--- config.mk ---
export PLATFORM = sky130hd
export DESIGN_NAME = assert_monitor_multi_flat
export DESIGN_NICKNAME = d
export VERILOG_FILES = /design/src/rtl/assert_mon_pkg.sv /design/src/rtl/assert_monitor_multi_if.sv /design/src/rtl/assert_mon_chan.sv /design/src/rtl/assert_monitor_multi.sv /design/src/flat_wrapper.sv
export SDC_FILE = /design/constraint.sdc
export NUM_CORES = 1
export LEC_CHECK = 0
export ABC_AREA = 1
export BUFFER_PORTS_ARGS = -buffer_cell sky130_fd_sc_hd__buf_4
export CORE_ASPECT_RATIO = 1.25
export CORE_MARGIN = 5
export CORE_UTILIZATION = 54
export DETAILED_ROUTE_END_ITERATION = 10
export PLACE_DENSITY = 0.84
export SLEW_MARGIN = 20
export SYNTH_ARGS = -nofsm -noshare
export SYNTH_HDL_FRONTEND = slang
export SYNTH_SLANG_ARGS = --single-unit
--- constraint.sdc ---
create_clock -name clk -period 7.25 [get_ports clk]
set_input_delay 1.8125 -clock clk [delete_from_list [all_inputs] [get_ports clk]]
set_output_delay 1.8125 -clock clk [all_outputs]
set_load 0.01 [all_outputs]
--- src/rtl/assert_mon_pkg.sv ---
// Shared types and helpers for the multi-channel assertion monitor.
// Latency: none (types and pure functions only).
// Backpressure: not applicable.
package assert_mon_pkg;

   typedef enum logic [1:0] {
      IDLE    = 2'd0,
      ARMED   = 2'd1,
      TRIPPED = 2'd2
   } state_t;

   // Number of set bits in a vector of up to 32 bits.
   function automatic int unsigned popcount(input logic [31:0] v);
      int unsigned n;
      n = 0;
      for (int i = 0; i < 32; i++) begin
         n = n + {31'b0, v[i]};
      end
      return n;
   endfunction

   // Index of the lowest set bit; 0 when the vector is empty.
   function automatic int unsigned lowest_set(input logic [31:0] v);
      int unsigned idx;
      idx = 0;
      for (int i = 31; i >= 0; i--) begin
         if (v[i]) idx = i;
      end
      return idx;
   endfunction

endpackage

--- src/rtl/assert_monitor_multi_if.sv ---
// Control and data bus of the monitor: enable, clear, watched channels and their copy.
// Latency: none (wires only).
// Backpressure: none; the monitor accepts every cycle.
interface assert_monitor_multi_if #(
   parameter int CHANNELS = 4,
   parameter int DATA_W   = 4
);
   logic                         en;
   logic                         clr;
   logic [CHANNELS*DATA_W-1:0]   data_in;
   logic [CHANNELS*DATA_W-1:0]   data_out;

   modport master (output en, output clr, output data_in, input data_out);
   modport slave  (input en, input clr, input data_in, output data_out);
endinterface

--- src/rtl/assert_mon_chan.sv ---
// One channel of the monitor: forbidden-value compare and sticky failure bit.
// Latency: hit is combinational; sticky updates at the next edge.
// Backpressure: none.
module assert_mon_chan #(
   parameter int                DATA_W     = 4,
   parameter logic [DATA_W-1:0] FORBID_VAL = {DATA_W{1'b1}}
) (
   input  logic              clk,
   input  logic              rst_n,
   input  logic              clr,
   input  logic              chk,
   input  logic [DATA_W-1:0] data,
   output logic              hit,
   output logic              sticky
);

   assign hit = chk && (data == FORBID_VAL);

   // Sticky bit: set by any hit, only cleared by clr or reset.
   always_ff @(posedge clk or negedge rst_n) begin
      if (!rst_n)   sticky <= 1'b0;
      else if (clr) sticky <= 1'b0;
      else if (hit) sticky <= 1'b1;
   end

endmodule

--- src/rtl/assert_monitor_multi.sv ---
// Multi-channel runtime assertion monitor with cycle counter, sticky flags and first-failure capture.
// Latency: all status outputs register one edge after the checked cycle; armed is combinational.
// Backpressure: none; en freezes counting and checking, clr wins over en.
module assert_monitor_multi
   import assert_mon_pkg::*;
#(
   parameter int                CHANNELS   = 4,
   parameter int                DATA_W     = 4,
   parameter int                CNT_W      = 4,
   parameter int                ARM_THRESH = 10,
   parameter logic [DATA_W-1:0] FORBID_VAL = {DATA_W{1'b1}},
   parameter int                FAIL_CNT_W = 8,
   parameter int                CHAN_IDX_W = (CHANNELS > 1) ? $clog2(CHANNELS) : 1
) (
   input  logic                  clk,
   input  logic                  rst_n,
   assert_monitor_multi_if.slave bus,
   output logic [CNT_W-1:0]      cycle_cnt,
   output logic                  armed,
   output logic                  overflow_flag,
   output logic [CHANNELS-1:0]   fail_now,
   output logic [CHANNELS-1:0]   fail_sticky,
   output logic [FAIL_CNT_W-1:0] fail_count,
   output logic                  first_fail_valid,
   output logic [CHAN_IDX_W-1:0] first_fail_chan,
   output logic [CNT_W-1:0]      first_fail_cycle,
   output logic [1:0]            state
);

   localparam logic [CNT_W-1:0]      ARM_T    = CNT_W'(ARM_THRESH);
   localparam logic [CNT_W-1:0]      CNT_MAX  = {CNT_W{1'b1}};
   localparam logic [FAIL_CNT_W-1:0] FAIL_MAX = {FAIL_CNT_W{1'b1}};

   state_t                  state_q, state_d;
   logic                    chk;
   logic                    wrap;
   logic [CHANNELS-1:0]     hit;
   logic [CNT_W-1:0]        cnt_next;
   logic [31:0]             fail_sum;
   logic [FAIL_CNT_W-1:0]   fail_count_d;

   assign armed    = cycle_cnt > ARM_T;
   // clr discards the hits of its own cycle, so it masks the check here.
   assign chk      = bus.en && armed && !bus.clr;
   assign wrap     = bus.en && (cycle_cnt == CNT_MAX);
   assign cnt_next = cycle_cnt + CNT_W'(1);
   assign state    = state_q;

   for (genvar i = 0; i < CHANNELS; i++) begin : g_chan
      assert_mon_chan #(
         .DATA_W     (DATA_W),
         .FORBID_VAL (FORBID_VAL)
      ) u_chan (
         .clk    (clk),
         .rst_n  (rst_n),
         .clr    (bus.clr),
         .chk    (chk),
         .data   (bus.data_in[i*DATA_W +: DATA_W]),
         .hit    (hit[i]),
         .sticky (fail_sticky[i])
      );
   end

   // Saturating add of this cycle's hit count onto the running total.
   always_comb begin
      fail_sum     = 32'(fail_count) + popcount(32'(hit));
      fail_count_d = (fail_sum > 32'(FAIL_MAX)) ? FAIL_MAX : FAIL_CNT_W'(fail_sum);
   end

   // Registered copy of the watched bus, independent of en and clr.
   always_ff @(posedge clk or negedge rst_n) begin
      if (!rst_n) bus.data_out <= '0;
      else        bus.data_out <= bus.data_in;
   end

   // Counter, overflow, pulse, failure total and first-failure capture.
   always_ff @(posedge clk or negedge rst_n) begin
      if (!rst_n) begin
         cycle_cnt        <= '0;
         overflow_flag    <= 1'b0;
         fail_now         <= '0;
         fail_count       <= '0;
         first_fail_valid <= 1'b0;
         first_fail_chan  <= '0;
         first_fail_cycle <= '0;
      end else if (bus.clr) begin
         cycle_cnt        <= '0;
         overflow_flag    <= 1'b0;
         fail_now         <= '0;
         fail_count       <= '0;
         first_fail_valid <= 1'b0;
         first_fail_chan  <= '0;
         first_fail_cycle <= '0;
      end else begin
         fail_now <= hit;
         if (bus.en) cycle_cnt     <= cnt_next;
         if (wrap)   overflow_flag <= 1'b1;
         if (|hit)   fail_count    <= fail_count_d;
         if ((|hit) && !first_fail_valid) begin
            first_fail_valid <= 1'b1;
            first_fail_chan  <= CHAN_IDX_W'(lowest_set(32'(hit)));
            first_fail_cycle <= cycle_cnt;
         end
      end
   end

   // State register.
   always_ff @(posedge clk or negedge rst_n) begin
      if (!rst_n) state_q <= IDLE;
      else        state_q <= state_d;
   end

   // Next state: TRIPPED is terminal until clr; otherwise follow the next count.
   always_comb begin
      state_d = state_q;
      if (bus.clr) begin
         state_d = IDLE;
      end else if (bus.en) begin
         if (state_q == TRIPPED || (|hit)) state_d = TRIPPED;
         else if (cnt_next > ARM_T)        state_d = ARMED;
         else                              state_d = IDLE;
      end
   end

endmodule

--- src/flat_wrapper.sv ---
// flat-port wrapper written by rule: the top's interface ports become plain ports
module assert_monitor_multi_flat import assert_mon_pkg::*;
#(
   parameter int                CHANNELS   = 4,
   parameter int                DATA_W     = 4,
   parameter int                CNT_W      = 4,
   parameter int                ARM_THRESH = 10,
   parameter logic [DATA_W-1:0] FORBID_VAL = {DATA_W{1'b1}},
   parameter int                FAIL_CNT_W = 8,
   parameter int                CHAN_IDX_W = (CHANNELS > 1) ? $clog2(CHANNELS) : 1
)
  (clk, rst_n, cycle_cnt, armed, overflow_flag, fail_now, fail_sticky, fail_count, first_fail_valid, first_fail_chan, first_fail_cycle, state, bus_en, bus_clr, bus_data_in, bus_data_out);
  assert_monitor_multi_if #(.CHANNELS(CHANNELS), .DATA_W(DATA_W)) bus_i ();
  input  logic clk;
  input  logic rst_n;
  output logic [CNT_W-1:0] cycle_cnt;
  output logic armed;
  output logic overflow_flag;
  output logic [CHANNELS-1:0] fail_now;
  output logic [CHANNELS-1:0] fail_sticky;
  output logic [FAIL_CNT_W-1:0] fail_count;
  output logic first_fail_valid;
  output logic [CHAN_IDX_W-1:0] first_fail_chan;
  output logic [CNT_W-1:0] first_fail_cycle;
  output logic [1:0] state;
  input wire logic [$bits(bus_i.en)-1:0] bus_en;
  input wire logic [$bits(bus_i.clr)-1:0] bus_clr;
  input wire logic [$bits(bus_i.data_in)-1:0] bus_data_in;
  output wire logic [$bits(bus_i.data_out)-1:0] bus_data_out;
  assign bus_i.en = bus_en;
  assign bus_i.clr = bus_clr;
  assign bus_i.data_in = bus_data_in;
  assign bus_data_out = bus_i.data_out;
  assert_monitor_multi #(.CHANNELS(CHANNELS), .DATA_W(DATA_W), .CNT_W(CNT_W), .ARM_THRESH(ARM_THRESH), .FORBID_VAL(FORBID_VAL), .FAIL_CNT_W(FAIL_CNT_W), .CHAN_IDX_W(CHAN_IDX_W)) u_core (.clk(clk), .rst_n(rst_n), .bus(bus_i), .cycle_cnt(cycle_cnt), .armed(armed), .overflow_flag(overflow_flag), .fail_now(fail_now), .fail_sticky(fail_sticky), .fail_count(fail_count), .first_fail_valid(first_fail_valid), .first_fail_chan(first_fail_chan), .first_fail_cycle(first_fail_cycle), .state(state));
endmodule
# Yosys cells after proc, flatten, opt, wreduce, memory -nomap -nowiden
# Cells that the tools add are included.
[op_classes]
n_eq_ne = 6
n_reduce_logical = 20
order_cmp = 3
add_sub_neg = 5
mux = 30
[ops]
columns = ["operator", "n"]
rows = [
  ["32-bit by 1-bit adder with 32-bit output", 2],
  ["8-bit by 32-bit adder with 32-bit output", 1],
  ["32-bit by 8-bit > comparator with 1-bit output, second input constant", 1],
  ["8-bit 2-to-1 mux", 3],
  ["4-bit == test, second input constant", 5],
  ["4-bit 2-to-1 mux", 5],
  ["2-bit 2-to-1 mux", 9],
  ["2-bit nonzero test", 8],
  ["1-bit 2-to-1 mux", 13],
  ["4-bit > comparator, second input constant", 2],
  ["1-bit logical AND", 8],
  ["4-bit by 1-bit adder with 4-bit output, second input constant", 1],
  ["4-bit OR reduction", 1],
  ["1-bit by 1-bit adder with 2-bit output", 1],
  ["2-bit == test, second input constant", 1],
  ["1-bit logical NOT", 2],
  ["1-bit logical OR", 1],
]
[totals]
output_inout_bits = 47
register_bits = 46
word_cells = 77
inputBits = 20

# Logic depth before layout (Yosys ltp)
# Gate-level depths: netlist of run 1.
[logic_depth]
ltp_word = 12
ltp_mapped = 23
depth_no_buf = 23

# By module
# Synthesis of run 1 repeated with hierarchy kept, for this count alone.
[unflattened]
cells_unflattened = 198
area_unflattened_um2 = 2025.7
[modules_own_cells]
columns = ["module", "area_per_inst_um2", "n_inst", "seq_area_each_um2", "cells_each"]
rows = [
  ["assert_monitor_multi", 1775.5, 1, 1051.0, 174],
  ["assert_mon_chan", 62.6, 4, 25.0, 6],
]

# Least setup slack after synthesis of run 1
# Ideal clock, no wire load.
[synth_path]
kind = "input to register"
start = "input port bus_clr"
end = "register u_core.fail_count[7]"
setup_ps = 65
slack_ps = 2863
t_arrival_ps = 4322
path_stages = 21
n_path_buf = 0
required_ps = 7185
cell_sequence = "inv_2 nand2_4 nor2_8 nand3_1 inv_1 ha_1 inv_1 fa_1 inv_1 ha_1 inv_1 fa_1 inv_1 nand2_1 nand2_1 nand2_1 nor2_1 inv_1 nand2_1 nand3_1 nand2_1"
[synth_via]
elab_chain_len = 11
word_cells_on_any_way = 16
classes_between = "4 x add/sub; 1 x order compare; 3 x mux; 8 x reduce/logical"
[synth_rtl]
columns = ["element", "line", "source"]
rows = [
  ["start, declared", "flat_wrapper.sv:27", "input wire logic [$bits(bus_i.clr)-1:0] bus_clr;"],
  ["1-bit logical NOT", "assert_monitor_multi.sv:44", "assign chk = bus.en && armed && !bus.clr;"],
  ["1-bit logical AND", "assert_monitor_multi.sv:44", ""],
  ["1-bit logical AND", "assert_mon_chan.sv:17", "assign hit = chk && (data == FORBID_VAL);"],
  ["1-bit by 1-bit adder with 2-bit output", "assert_mon_pkg.sv:17", "n = n + {31'b0, v[i]};"],
  ["32-bit by 1-bit adder with 32-bit output (2 in series)", "assert_mon_pkg.sv:17", ""],
  ["8-bit by 32-bit adder with 32-bit output", "assert_monitor_multi.sv:66", "fail_sum = 32'(fail_count) + popcount(32'(hit));"],
  ["32-bit by 8-bit > comparator with 1-bit output", "assert_monitor_multi.sv:67", "fail_count_d = (fail_sum > 32'(FAIL_MAX)) ? FAIL_MAX : FAIL_CNT_W'(fail_sum);"],
  ["8-bit 2-to-1 mux", "assert_monitor_multi.sv:67", ""],
  ["8-bit 2-to-1 mux", "assert_monitor_multi.sv:98", "if (|hit) fail_count <= fail_count_d;"],
  ["8-bit 2-to-1 mux", "assert_monitor_multi.sv:86", "end else if (bus.clr) begin"],
  ["end signal, assigned", "assert_monitor_multi.sv:98", ""],
  ["end, declared", "assert_monitor_multi.sv:23", "output logic [FAIL_CNT_W-1:0] fail_count,"],
]
# Parallel ways exist; a longest one is shown, timed or not. The select of a mux whose other input is x is not followed.
# A chain may end at the register's enable or synchronous reset.

# Final worst setup path of run 1
# Ends and elaborated chain as after synthesis.

==> results of run 1 <==
## sequential cells by signal, summed over array words and instances, names as in the netlist
name / cells
u_core.cycle_cnt: 4
u_core.fail_now: 4
u_core.state: 2
u_core.first_fail_chan: 2
u_core.fail_count: 8
u_core.first_fail_valid: 1
u_core.bus.data_out: 16
u_core.g_chan.u_chan.sticky: 4
u_core.overflow_flag: 1
u_core.first_fail_cycle: 4
## cell usage after synthesis, drive strengths merged
cell / number / area share
nand2: 77 / 0.14
a21oi: 4 / 0.0093
buf: 6 / 0.018
xor2: 2 / 0.0081
o22ai: 1 / 0.0029
o21ai: 10 / 0.023
ha: 9 / 0.052
dfrtp: 46 / 0.53
inv: 36 / 0.063
nand4: 7 / 0.020
fa: 2 / 0.019
nand3: 19 / 0.061
a32o: 1 / 0.0046
o21bai: 1 / 0.0035
nor2: 16 / 0.039
## through the flow
stage	instance area, um^2	std cells
after floorplan	2160	237
after global placement	2680	351
after detailed placement	2680	351
after CTS	2790	359
after global routing	2790	359
final	2790	359
## worst max-delay path, delay by kind of cell
family        cells  cell delay (ns)
simple gates     10             1.18
fa+ha+maj         4             1.16
buf+inv           8             0.92
## area by class of cell
class / instances / area, um^2
Inverter: 36 / 135
Tap cell: 54 / 67.6
Sequential cell: 46 / 1150
Fill cell: 312 / 1020
Multi-Input combinational cell: 149 / 833
Timing Repair Buffer: 66 / 495
Clock inverter: 2 / 37.5
Clock buffer: 6 / 72.6
## cell families (layout without fill, tap and decap cells)
group           after synthesis  after routing  share of synthesized area
simple gates                119            119                      0.264
flops                        46             46                      0.533
buf+inv                      42            110                     0.0806
compound gates               17             17                     0.0435
fa+ha+maj                    11             11                     0.0707
xor+xnor                      2              2                    0.00812
## where the power goes
part           switching [mW]  internal, mW  leakage [nW]
sequential            0.00330         0.262         0.604
combinational          0.0218        0.0168         0.970
clock                  0.0845         0.103        0.0514
total                   0.110         0.381          1.63
## layer usage
| layer | part of all wire | up-vias |
|---|---|---|
| li1 | - | 873 |
| met1 | 0.38 | 853 |
| met2 | 0.54 | 53 |
| met3 | 0.056 | 9 |
| met4 | 0.021 | 0 |
| met5 | 0 | - |
## path summary, 6_finish.rpt
path | startpoint | end | slack, ns
worst max-delay path | bus_clr | u_core.fail_count[7] | 2.44
min in group asynchronous | rst_n | u_core.bus.data_out[0] | 1.50
worst min-delay path | u_core.g_chan[1].u_chan.sticky | u_core.g_chan[1].u_chan.sticky | 0.50
max in group asynchronous | rst_n | u_core.bus.data_out[10] | 5.35
worst max register to register | u_core.cycle_cnt[0] | u_core.fail_count[7] | 3.58
worst min register to register | u_core.g_chan[1].u_chan.sticky | u_core.g_chan[1].u_chan.sticky | 0.50
==> implementation parameters, run 1 <==
Parameter                              Value

Outcome
  Result of the run ... completed

Timing
  Worst slew slack as a fraction of its limit ... 0.616
  Crit path setup slack, layout ... 2.44 ns
  Unrepaired setup endpoints after global routing ... no
  Final total negative setup slack ... 0 ns
  Post-route minimum period ... 4.81 ns
  Slew at the pin closest to its max-slew limit ... 0.576 ns
  Hold Worst Slack ... 0.499 ns
  Final Max Tran Viols ... 0
  Final worst-path cycle share ... 0.664
  Clock Skew ... slightly below 0.003 ns
  Maximum operating frequency ... 208 MHz
  Final setup violation count ... 0
  Final number of hold-violating endpoints ... 0

Critical path
  FF-to-FF path depth ... 23
  Endpoint kind of the worst setup timing path ... flip-flop
  Arrival time reported for the critical path endpoint ... around 5.1 ns
  Largest incremental delay on the critical path ... 0.41 ns
  List of cells traversed by the critical path ... buf_4 -> inv_2 -> nand2_4 -> nor2_8 -> nand3_1 -> inv_1 -> ha_1 -> inv_1 -> fa_1 -> inv_1 -> ha_1 -> inv_1 -> fa_1 -> inv_1 -> nand2_1 -> nand2_1 -> nand2_1 -> nor2_1 -> inv_1 -> nand2_1 -> nand3_1 -> nand2_1
  Category of the critical setup timing path ... input pin to flip-flop
  Crit path top cell by count ... sky130_fd_sc_hd__inv_1
  Largest driver fanout on the critical path ... 20
  Slowest cell on the critical path ... sky130_fd_sc_hd__fa_1
  CP Launch Type ... input pin
  Worst EP required ... 7.49 ns

Detailed routing
  Routed Antenna Nets ... 0
  Per-cell routed wire length ... ~13 um
  Via-to-Cell Ratio ... around 5
  WL final ... 4640 um
  Remaining DRCs ... 0
  Detailed-route via count ... approximately 1.8k
  Drt initial violations ... 99
  Detailed Routing Iterations Pass 1 ... 5

Placed design
  HPWL after DPL ... about 3600 um
  Port buffer count ... 66
  Placement-stage worst setup slack ... 2.15 ns
  Final GP Congestion ... a little under 0.9

Clocking
  Post-cts sizing count ... 0
  Clock tree from TritonCTS ... done
  Maximum count of clock buffers along a single path ... 2
  Worst-Skew Late Latency ... ~0.30 ns
  Clock slew at reported path FFs ... approximately 0.08 ns
  Number of sinks handled by clock tree synthesis ... 46
  Hold_buf cts ... 0
  Root Driver ... sky130_fd_sc_hd__clkbuf_8
  Post-CTS Repair Setup Buffers ... 0
  CTS HTree Levels ... 2
  Clock buffer count from CTS ... 5

Yosys
  Count of different cell masters after synthesis ... 24
  Yosys Warn Count ... 0
  Synthesized instance count ... ~240
  Cell area after synthesis ... 2160 um^2
  Number of nets in the synthesized netlist ... ~270
  Proportion of synthesized chip area in sequential cells ... 0.533
  Flip-flop and latch count after synthesis ... 46
  Average instance area after synthesis ... roughly 9.1 um^2

Job
  Max-capacitance violation count ... 0

GRT
  Most utilized layer in the global route result ... met2
  Initial antenna violation count ... 0
  Met2 track demand over resource ... 0.328
  Vias in the first global route ... around 1.7k
  Grt ovf ... 0
  Largest net degree at the start of global routing ... 47
  GR Layer Usage met3 ... 0.0545
  Global Route Usage Sum ... 0.191
  Global-route track usage on met1 ... 0.218
  First-pass GRT wire length ... about 7600 um

Die
  Number of primary I/O pins ... 67
  Die area ... ~5400 um^2
  Initial standard-cell utilization of the core ... 0.566
  FP Rows ... 25
  Core footprint ... between 3000 and 4000 um^2
  Die Span Y ... a little over 80 um
  Die boundary width ... about 67 um

Power
  Maximum vdd ir drop ... around 0.00017 V
  Pwr Density ... 176 nW/um^2
  Total power of the final layout ... 491 uW
  Pleak ... around 1.6 nW

Finish
  Antenna diode count ... 0
  Final Core Density ... 0.732
  Post-layout nets ... 335
  Fraction of final layout cells with drive strength greater than 1 ... 0.275
  Synth-to-layout area growth ... 29.4%
  Leading cell type in the layout, fill and taps excluded ... sky130_fd_sc_hd__nand2_1
  Leading cell types in the layout, fill and taps excluded ... 73 x sky130_fd_sc_hd__nand2_1, 66 x sky130_fd_sc_hd__buf_4, 46 x sky130_fd_sc_hd__dfrtp_1, 34 x sky130_fd_sc_hd__inv_1, 16 x sky130_fd_sc_hd__nand3_1

Min path
  Worst hold stages ... 2
  Hold Path Class ... flip-flop to flip-flop
(Power assumes the default switching activity.)
==> run 2, diff against run 1 <==
ABC_AREA = 0   (was 1)
CORE_UTILIZATION = 46   (was 54)
PLACE_DENSITY = 0.76   (was 0.84)
clock period = 4.1 ns   (was 7.25 ns; I/O delays follow)
==> implementation parameters, run 2 <==
Parameter                              Value

Detailed routing
  Routed Antenna Nets ... 0
  Per-cell routed wire length ... approximately 15 um
  Detailed-route via count ... ~1.6k
  Detailed Routing Iterations Pass 1 ... 4
  Via-to-Cell Ratio ... slightly above 5
  Remaining DRCs ... 0
  WL final ... between 4000 and 5000 um
  Drt initial violations ... 60

Power
  Maximum vdd ir drop ... between 0.00015 and 0.0002 V
  Pwr Density ... 332 nW/um^2
  Pleak ... between 1 and 1.5 nW

Finish
  Antenna diode count ... 0
  Largest registers in the final layout ... u_core.bus.data_out: 16 flops, u_core.fail_count: 8 flops
  Fraction of final layout cells with drive strength greater than 1 ... 0.331
  Most flops, register ... u_core.bus.data_out
  Area taken by multi-input logic gates ... roughly 870 um^2
  Largest register FFs ... 16
  Final Core Density ... 0.634
  Post-layout nets ... just under 300
  Area of all placed cells without fillers ... ~2800 um^2
  Final cell count without fillers ... 318
  Synth-to-layout area growth ... 31.8%
  Count of filler cells inserted in the layout ... between 300 and 400
  Leading cell type in the layout, fill and taps excluded ... sky130_fd_sc_hd__buf_4
  Leading cell types in the layout, fill and taps excluded ... 70 x sky130_fd_sc_hd__buf_4, 46 x sky130_fd_sc_hd__dfrtp_1, 18 x sky130_fd_sc_hd__inv_1, 17 x sky130_fd_sc_hd__nand2_1, 11 x sky130_fd_sc_hd__a21oi_1
  Register area ... 1150 um^2

GRT
  Vias in the first global route ... 1,591
  Largest net degree at the start of global routing ... 47
  Grt ovf ... 0
  First-pass GRT wire length ... a little under 8000 um
  Global Route Usage Sum ... 0.159
  Initial antenna violation count ... 0

Critical path
  Arrival time reported for the critical path endpoint ... between 3 and 4 ns
  Endpoint kind of the worst setup timing path ... flip-flop
  Number of cells on the critical path ... 15
  Kind of cell adding the most delay to the critical path ... adder cells
  Largest incremental delay on the critical path ... roughly 0.4 ns
  Crit path top cell by count ... sky130_fd_sc_hd__inv_1
  Category of the critical setup timing path ... input pin to flip-flop
  Slowest cell on the critical path ... sky130_fd_sc_hd__fa_1
  List of cells traversed by the critical path ... buf_4 -> and3b_4 -> o211ai_1 -> inv_1 -> ha_1 -> inv_1 -> fa_1 -> inv_1 -> ha_1 -> inv_1 -> fa_1 -> nor2b_1 -> o21ai_0 -> a21oi_1 -> mux2_2
  CP Launch Type ... input pin
  Largest driver fanout on the critical path ... 4
  Number of buffer and inverter stages on the critical path ... 5
  Worst EP required ... approximately 4.3 ns
  Setup slack of the worst register-to-register path ... 0.40 ns
  FF-to-FF path depth ... 15

Timing
  Final setup violation count ... 0
  Slew at the pin closest to its max-slew limit ... just over 0.6 ns
  Final total negative setup slack ... 0 ns
  Post-route minimum period ... ~3.8 ns
  Unrepaired setup endpoints after global routing ... no
  Crit path setup slack, layout ... 0.321 ns
  Worst slew slack as a fraction of its limit ... 0.595
  Final number of hold-violating endpoints ... 0
  Final Max Tran Viols ... 0
  Clock Skew ... roughly 0.0065 ns
  Final worst-path cycle share ... 0.922
  Maximum operating frequency ... between 200 and 300 MHz

Job
  Max-capacitance violation count ... 0

Yosys
  Cell taking the most area after synthesis ... sky130_fd_sc_hd__dfrtp_1
  Cell area after synthesis ... approximately 2100 um^2
  Yosys Warn Count ... 0
  Flip-flop and latch count after synthesis ... 46
  Proportion of synthesized chip area in sequential cells ... 0.536
  Number of nets in the synthesized netlist ... approximately 220
  Leading cell types by total area after synthesis ... sky130_fd_sc_hd__dfrtp_1 54%, sky130_fd_sc_hd__ha_1 5.2%, sky130_fd_sc_hd__inv_1 3.1%
  Number of flops mapped to enable cells by yosys ... 0
  Count of different cell masters after synthesis ... 43
  Async SR Flop Fraction ... 1.00
  Average instance area after synthesis ... ~11 um^2
  Synth cell count leaders ... 46 x sky130_fd_sc_hd__dfrtp_1, 18 x sky130_fd_sc_hd__inv_1, 17 x sky130_fd_sc_hd__nand2_1
  Dominant synthesized flop cell ... sky130_fd_sc_hd__dfrtp_1
  Most repeated cell in the gate-level netlist after synthesis ... sky130_fd_sc_hd__dfrtp_1
  Share of Yosys cell area claimed by the top area cell type ... 0.536
  Synthesized instance count ... between 150 and 200

Die
  Initial standard-cell utilization of the core ... 0.481
  Core footprint ... roughly 4500 um^2
  Die area ... just over 6000 um^2
  FP Rows ... 27
  Die boundary width ... 71.1 um
  Die Span Y ... approximately 86 um
  Number of primary I/O pins ... 67

Clocking
  Number of sinks handled by clock tree synthesis ... between 40 and 50
  Post-cts sizing count ... 0
  Root Driver ... sky130_fd_sc_hd__clkbuf_8
  Clock buffer count from CTS ... 5
  CTS HTree Levels ... 2
  Maximum count of clock buffers along a single path ... 2
  Post-CTS Repair Setup Buffers ... 0
  Clock tree from TritonCTS ... done
  Hold_buf cts ... 0
  Worst-Skew Late Latency ... around 0.30 ns
  Clock slew at reported path FFs ... 0.08 ns

Outcome
  Result of the run ... completed

Min path
  Worst hold stages ... 1
  Hold Path Class ... flip-flop to flip-flop

Placed design
  Total placed cells including tap cells ... 310
  Cell Area, Placed ... ~2700 um^2
  HPWL after DPL ... 3500 um
  Final GP Congestion ... about 0.8
  Placement-stage worst setup slack ... just over 0.03 ns
  Port buffer count ... 66
## run 2: cell count changes in the layout (fill, tap and decap cells not counted), sizes merged, moves of 6 or more
cell,delta
a21oi,+8
inv,-18
mux2i,+6
nand2,-60
nand3,-13
nor2,-8
nor2b,+8
## run 2: metal layers
metal,share of wire,vias to the layer above,GRT usage,routed length (um)
met4,0.010,0,0.0462,49
met1,0.42,776,0.197,1940
met2,0.50,55,0.268,2340
met3,0.072,6,0.0464,336
li1,-,795,-,-
met5,0,-,0,0
## run 2: stage by stage
| step | power [mW] | hold slack (ns) |
|---|---|---|
| 6_report | 0.939 | 0.487 |
| 2_1_floorplan | 0.504 | 0.454 |
| 3_5_place_dp | 0.553 | 0.476 |
| 5_1_grt | 0.972 | 0.504 |
| 4_1_cts | 0.948 | 0.495 |
| 3_3_place_gp | 0.551 | 0.470 |
## run 2: logic make-up after synthesis
| kind of cell | count (synthesis) | share of synthesized area |
|---|---|---|
| adder cells (fa/ha/maj) | 11 | 0.0711 |
| multiplexers | 9 | 0.0455 |
| buffers and inverters | 28 | 0.0565 |
| AND/OR/NAND/NOR | 53 | 0.131 |
| AO/OA/AOI/OAI | 39 | 0.135 |
| flip-flops | 46 | 0.536 |
| XOR/XNOR | 6 | 0.0245 |
## run 2: worst register-to-register path, stage by stage, from the launching register on
cell,delay [ns]
sky130_fd_sc_hd__dfrtp_1,0.50
sky130_fd_sc_hd__ha_1,0.19
sky130_fd_sc_hd__and2b_1,0.26
sky130_fd_sc_hd__o211ai_1,0.23
sky130_fd_sc_hd__inv_1,0.09
sky130_fd_sc_hd__ha_1,0.28
sky130_fd_sc_hd__inv_1,0.05
sky130_fd_sc_hd__fa_1,0.44
sky130_fd_sc_hd__inv_1,0.07
sky130_fd_sc_hd__ha_1,0.16
sky130_fd_sc_hd__inv_1,0.05
sky130_fd_sc_hd__fa_1,0.41
sky130_fd_sc_hd__nor2b_1,0.26
sky130_fd_sc_hd__o21ai_0,0.13
sky130_fd_sc_hd__a21oi_1,0.14
sky130_fd_sc_hd__mux2_2,0.34
## run 2: layout make-up
type | count | share of cell area
Clock buffer | 5 | 0.0243
Clock inverter | 3 | 0.0243
Inverter | 18 | 0.0239
Tap cell | 58 | 0.0257
Sequential cell | 46 | 0.407
Multi-Input combinational cell | 118 | 0.309
Timing Repair Buffer | 70 | 0.186
## run 2: power breakdown
group / internal (mW) / switching (mW) / total, mW
clock network: 0.244 / 0.152 / 0.396
logic: 0.0336 / 0.0394 / 0.0731
registers: 0.463 / 0.00600 / 0.469
total: 0.741 / 0.198 / 0.939
## run 2: worst paths after layout
kind | start | to
max in group asynchronous | rst_n | u_core.fail_count[1]
hold reg to reg | u_core.g_chan[2].u_chan.sticky | u_core.g_chan[2].u_chan.sticky
setup reg to reg | u_core.cycle_cnt[1] | u_core.fail_count[6]
hold / removal | u_core.g_chan[2].u_chan.sticky | u_core.g_chan[2].u_chan.sticky
setup / recovery | bus_clr | u_core.fail_count[6]
min in group asynchronous | rst_n | u_core.bus.data_out[1]
